### config.mk
export PLATFORM = sky130hd
export DESIGN_NAME = instr_mem_loader
export DESIGN_NICKNAME = d
export VERILOG_FILES = /design/src/rtl/instr_loader_pkg.sv /design/src/rtl/byte_word_packer.sv /design/src/rtl/instr_mem_loader.sv
export SDC_FILE = /design/constraint.sdc
export NUM_CORES = 1
export LEC_CHECK = 0
export ABC_AREA = 1
export CORE_MARGIN = 3
export CORE_UTILIZATION = 40
export CTS_CLUSTER_SIZE = 25
export DETAILED_ROUTE_END_ITERATION = 6
export PLACE_DENSITY_LB_ADDON = 0.25
export SLEW_MARGIN = 20
export SYNTH_ARGS = -nofsm -noshare
export SYNTH_HDL_FRONTEND = slang
export SYNTH_HIERARCHICAL = 1
export SYNTH_SLANG_ARGS = --single-unit
### constraint.sdc
create_clock -name clk -period 1.8 [get_ports clk]
set_input_delay 0.36 -clock clk [delete_from_list [all_inputs] [get_ports clk]]
set_output_delay 0.36 -clock clk [all_outputs]
set_load 0.05 [all_outputs]
### src/rtl/instr_loader_pkg.sv
// instr_loader_pkg: shared FSM state type and byte/word geometry for the instruction memory loader
package instr_loader_pkg;
  typedef enum logic [2:0] {S_IDLE, S_RECV, S_WRITE, S_CHECK, S_DONE} loader_state_t;
  localparam int BYTES_PER_WORD = 4;
  localparam int BYTE_W = 8;
  localparam int WORD_W = 32;
endpackage

### src/rtl/byte_word_packer.sv
// byte_word_packer: packs accepted bytes little-endian into a 32-bit word
// Ports: clk, rst_n (async active-low), byte_en (accept byte_in this cycle),
//        byte_in (stream byte), clear (restart at byte 0),
//        word_full (the byte being accepted completes the word), word_out (packed word)
module byte_word_packer
  import instr_loader_pkg::*;
(
  input  logic              clk,
  input  logic              rst_n,
  input  logic              byte_en,
  input  logic [BYTE_W-1:0] byte_in,
  input  logic              clear,
  output logic              word_full,
  output logic [WORD_W-1:0] word_out
);
  logic [1:0] cnt;
  assign word_full = byte_en && cnt == 2'(BYTES_PER_WORD - 1);
  always_ff @(posedge clk or negedge rst_n)
    if (!rst_n) begin
      cnt      <= '0;
      word_out <= '0;
    end else if (clear) begin
      cnt      <= '0;
      word_out <= '0;
    end else if (byte_en) begin
      word_out[BYTE_W*cnt +: BYTE_W] <= byte_in;
      cnt                            <= cnt + 2'd1;
    end
endmodule

### src/rtl/instr_mem_loader.sv
// instr_mem_loader: byte-stream loader that writes packed words to sequential instruction memory addresses
// Ports: clk, rst_n (async active-low), start/word_count (load request and length),
//        byte_valid/byte_data/byte_ready (byte stream handshake), we/waddr/wdata (memory write port),
//        busy, done, core_hold (processor held while loading), chk_err (checksum mismatch).
// Build option: define INSTR_LOADER_CHECKSUM_EN to expect a trailing XOR checksum byte after the image.
module instr_mem_loader
  import instr_loader_pkg::*;
#(
  parameter int ADDR_WIDTH = 8
) (
  input  logic                  clk,
  input  logic                  rst_n,
  input  logic                  start,
  input  logic [ADDR_WIDTH:0]   word_count,
  input  logic                  byte_valid,
  input  logic [BYTE_W-1:0]     byte_data,
  output logic                  byte_ready,
  output logic                  we,
  output logic [ADDR_WIDTH-1:0] waddr,
  output logic [WORD_W-1:0]     wdata,
  output logic                  busy,
  output logic                  done,
  output logic                  core_hold,
  output logic                  chk_err
);
  localparam logic [ADDR_WIDTH:0] CAP = {1'b1, {ADDR_WIDTH{1'b0}}};
`ifdef INSTR_LOADER_CHECKSUM_EN
  localparam loader_state_t LAST = S_CHECK;
`else
  localparam loader_state_t LAST = S_DONE;
`endif
  loader_state_t       state;
  logic [ADDR_WIDTH:0] count, index, index_nx;
  logic                accept, start_ok, word_full;
  logic [WORD_W-1:0]   word;
  assign accept     = byte_valid && byte_ready;
  assign start_ok   = start && (state == S_IDLE || state == S_DONE);
  assign index_nx   = index + 1'b1;
  assign byte_ready = state == S_RECV || state == S_CHECK;
  assign we         = state == S_WRITE;
  assign waddr      = we ? index[ADDR_WIDTH-1:0] : '0;
  assign wdata      = we ? word : '0;
  assign busy       = state == S_RECV || state == S_WRITE || state == S_CHECK;
  assign done       = state == S_DONE;
  assign core_hold  = busy;
  byte_word_packer u_packer (
    .clk      (clk),
    .rst_n    (rst_n),
    .byte_en  (accept && state == S_RECV),
    .byte_in  (byte_data),
    .clear    (start_ok),
    .word_full(word_full),
    .word_out (word)
  );
  // count saturates at capacity, so index never wraps past the top address
  always_ff @(posedge clk or negedge rst_n)
    if (!rst_n) begin
      state <= S_IDLE;
      count <= '0;
      index <= '0;
    end else case (state)
      S_IDLE, S_DONE: if (start) begin
        count <= word_count > CAP ? CAP : word_count;
        index <= '0;
        state <= word_count == '0 ? S_DONE : S_RECV;
      end
      S_RECV:  if (word_full) state <= S_WRITE;
      S_WRITE: begin
        index <= index_nx;
        state <= index_nx == count ? LAST : S_RECV;
      end
      S_CHECK: if (accept) state <= S_DONE;
      default: state <= S_IDLE;
    endcase
`ifdef INSTR_LOADER_CHECKSUM_EN
  logic [BYTE_W-1:0] csum;
  logic              chk_r;
  always_ff @(posedge clk or negedge rst_n)
    if (!rst_n) begin
      csum  <= '0;
      chk_r <= 1'b0;
    end else if (start_ok) begin
      csum  <= '0;
      chk_r <= 1'b0;
    end else if (accept && state == S_RECV) begin
      csum <= csum ^ byte_data;
    end else if (accept && state == S_CHECK) begin
      chk_r <= byte_data != csum;
    end
  assign chk_err = chk_r;
`else
  assign chk_err = 1'b0;
`endif
endmodule
==> results.txt <==
----------------------------------------------------
[STA]
  Setup repair after global routing missed its margin ... true
  Worst hold slack across all endpoints ... 0.0354 ns
  Period Utilization, post-route ... 1.08
  Clock period minus final worst setup slack ... 1.94 ns
  Worst clock skew ... 0.00954 ns
  Setup Viol. Count Final ... 40
  Slew Limit Fails ... 0
  Fin worst setup slack ... -0.142 ns
  Final number of hold-violating endpoints ... 0
  Maximum clock frequency ... 515 MHz

[Final layout]
  Post-layout nets ... 574
  Share of layout cells above drive strength 1 ... 0.296
  Synthesis-to-finish area growth ... 57.5%
  Total inserted antenna cells ... 0
  Fin cells ... 647
  Register area ... 1380 sq um
  Post-route cell area ... 5020 sq um
  Number of filler instances in the final layout ... 606
  Area of the multi-input gates ... 1810 sq um

[Clock network]
  Clock transition at the registers of the reported paths ... 0.10 ns
  Worst skew pair latency ... 0.30 ns
  Maximum buffer depth of the clock tree ... 2
  Count of hold-fix buffers inserted at cts ... 0
  Buffer type at the clock tree root ... clkbuf_8
  Number of sinks handled by clock tree synthesis ... 55
  Clock tree from TritonCTS ... built
  Max H-tree Level ... 2
  TritonCTS Buffers ... 5

[Logic synthesis]
  Fraction of the yosys area taken by sequential cells ... 0.432
  Total of warnings raised by yosys ... 6
  Cell with the most instances after synthesis ... nand2_1
  Syn Area/Cell ... 6.92 sq um
  Synthesis-stage register bit count ... 55
  Cell taking the most area after synthesis ... dfrtp_1
  Largest cells by area after synthesis ... dfrtp_1, nand2_1, inv_1, nor2_1, nand3_1
  Fraction of post-synthesis cell area in the top cell type by area ... 0.432
  Netlist area before placement ... 3190 sq um
  Mapped Cells ... 461
  Fraction of registers with async set/reset ... 1.00
  Unique cell type count in the Yosys netlist ... 29
  Number of nets in the synthesized netlist ... 488
  Post-synth EDFFs ... 0
  Synth top cells by count ... nand2_1, inv_1, nor2_1
  Most common flop cell mapped by yosys ... dfrtp_1

[Critical path]
  Worst endpoint data arrival time ... 1.58 ns
  Kind of start point of the critical path ... flop
  End of the worst register-to-register path ... state[0]$_DFFE_PN0P_
  R2R Path Start ... index[1]$_DFFE_PN0P_
  Highest-delay cell along the critical path ... dfrtp_2
  Slack of the worst reg-to-reg path ... 0.06 ns
  Largest stage delay on the critical path ... 0.44 ns
  Element type at the critical path end ... output port
  Cell-by-cell listing of the critical path ... nor3_4 > inv_4 > buf_12 > nor2_4 > buf_12
  Worst Path Max Fanout ... 22
  Most frequent cell on the critical path ... buf_12
  Reg2Reg Depth ... 13
  Path type of the worst setup path ... flop to output port
  Required time of the critical path ... 1.44 ns

[Detailed routing]
  Via-per-instance ratio ... 4.85
  Avg WL per Cell ... 13.0 microns
  Residual DRC ... 0
  Post-detailed-routing wire length ... 8400 microns
  Number of routed nets with antenna violations ... 0
  Iteration-0 DRC Markers ... 165
  Count of vias placed by the detailed router ... 3141
  DR pass1 iterations ... 4

[Floorplan]
  Initial Util ... 0.426
  Core footprint ... 7490 sq um
  Die area ... 9080 sq um
  Number of rows created at floorplan ... 31
  Width of the die ... 95.3 microns
  Top-level I/O count ... 67
  Height of the die ... 95.3 microns

[Placed design]
  Area after detailed placement ... 4800 sq um
  Number of placed cells counting well taps ... 631
  Setup WS pre-CTS ... -0.0974 ns
  Routability congestion estimate ... 0.880
  Buffers on Ports ... 65
  Hpwl dp ... 6320 microns

[Global routing]
  GRT Total Usage ... 0.196
  Wire length of the first global-routing pass ... 14100 microns
  Number of global-route vias before repair ... 3021
  Pin count of the biggest net entering global routing ... 56
  Total grt overflow ... 0
  Antenna violations before repair ... 0

[Power and ir drop]
  Cell-internal power ... 2.85 mW
  Net Sw Power ... 2.55 mW
  Power per cell area ... 1070 nW/um^2
  Clock Power Share ... 0.130
  Relative contribution of sequential cells to total power ... 0.316
  Lkg Pwr ... 2.30 nW
  PnR Total Power ... 5.40 mW
  Worst voltage drop across the vdd grid ... 0.663 mV
  Switching share of power ... 0.472
  Relative contribution of combinational cells to total power ... 0.554

[Job]
  Number of max-cap violations ... 0

[Min path]
  Worst hold path class ... input port to asynchronous set/reset pin

[Outcome]
  Outcome ... finished with violations
  Failing checks ... setup timing

----------------------------------------------------
-- cells by family after synthesis --
family,Yosys count,share of synthesized area
adder cells (fa/ha/maj),6,0.0235
AO/OA/AOI/OAI,28,0.0518
other,1,0.00118
buffers and inverters,95,0.118
AND/OR/NAND/NOR,274,0.369
flip-flops,55,0.432
XOR/XNOR,2,0.00549
-- cell type report --
class                           count  area share
Clock buffer                        5      0.0137
Timing Repair Buffer               88       0.258
Sequential cell                    55       0.274
Inverter                           85      0.0648
Tap cell                           99      0.0247
Multi-Input combinational cell    312       0.360
Clock inverter                      3     0.00448
-- worst max-delay path by stage --
stage | startpoint | to | slack (ns) | cells after the start
final | state[2]$_DFFE_PN0P_ | wdata[10] | -0.14 | 5
after global routing | state[2]$_DFFE_PN0P_ | wdata[10] | -0.18 | 5
after CTS | state[2]$_DFFE_PN0P_ | wdata[10] | -0.14 | 5
after detailed placement | start | index[8]$_DFFE_PN0P_ | -0.1 | 7
after global placement | byte_valid | state[2]$_DFFE_PN0P_ | -0.02 | 10
after floorplan | state[1]$_DFFE_PN0P_ | waddr[0] | -0.30 | 5
-- metrics by stage --
step | util | setup TNS (ns)
after floorplan | - | -11.42
after global placement | 0.641 | -0.0181
after detailed placement | 0.641 | -1.05
after CTS | 0.657 | -4.19
after global routing | 0.671 | -6.29
final | 0.671 | -4.30
-- placed cells by master (no fill, tap or decap), drive strengths merged --
cell type and count:
nor4 2, clkinvlp 1, o22ai 5, nor2 70, xor2 1, o21ai 16, buf 69, nand3 36
clkbuf 5, xnor2 1, inv 86, nand2 163, nand4 1, conb 1, clkdlybuf4s50 19, a21oi 5
a22o 2, ha 6, nor3 2, or2 1, dfrtp 55, clkinv 1
-- critical path: cells and delay by family, from the launching register on --
kind          cells  cell delay [ns]
simple gates      2             0.40
buf+inv           3             0.40
flops             1             0.44
-- registers in the layout (all words and copies together) (netlist names) --
| name | cells |
|---|---|
| count | 9 |
| u_packer/cnt | 2 |
| state | 3 |
| u_packer/word_out | 32 |
| index | 9 |
-- power by group through the flow --
stage	clock network [mW]	registers, mW	logic [mW]
floorplan	0	1.68	2.02
global placement	0	1.72	2.65
detailed placement	0	1.72	2.71
CTS	0.722	1.68	2.78
global route	0.775	1.74	3.28
finish	0.700	1.71	2.99
-- per-layer routing --
layer  global-route usage  part of all wire
met1                0.281              0.45
met2                0.309              0.48
met3               0.0292             0.063
met4               0.0493             0.010
met5                    0                 0
-- repair_timing --
action	in CTS	in global routing
setup endpoints to repair	40	80
resized for setup	2	16
cloned	0	1
setup buffers	3	6
pin swaps	1	8
No activity file was read; power rests on OpenSTA's default activity.
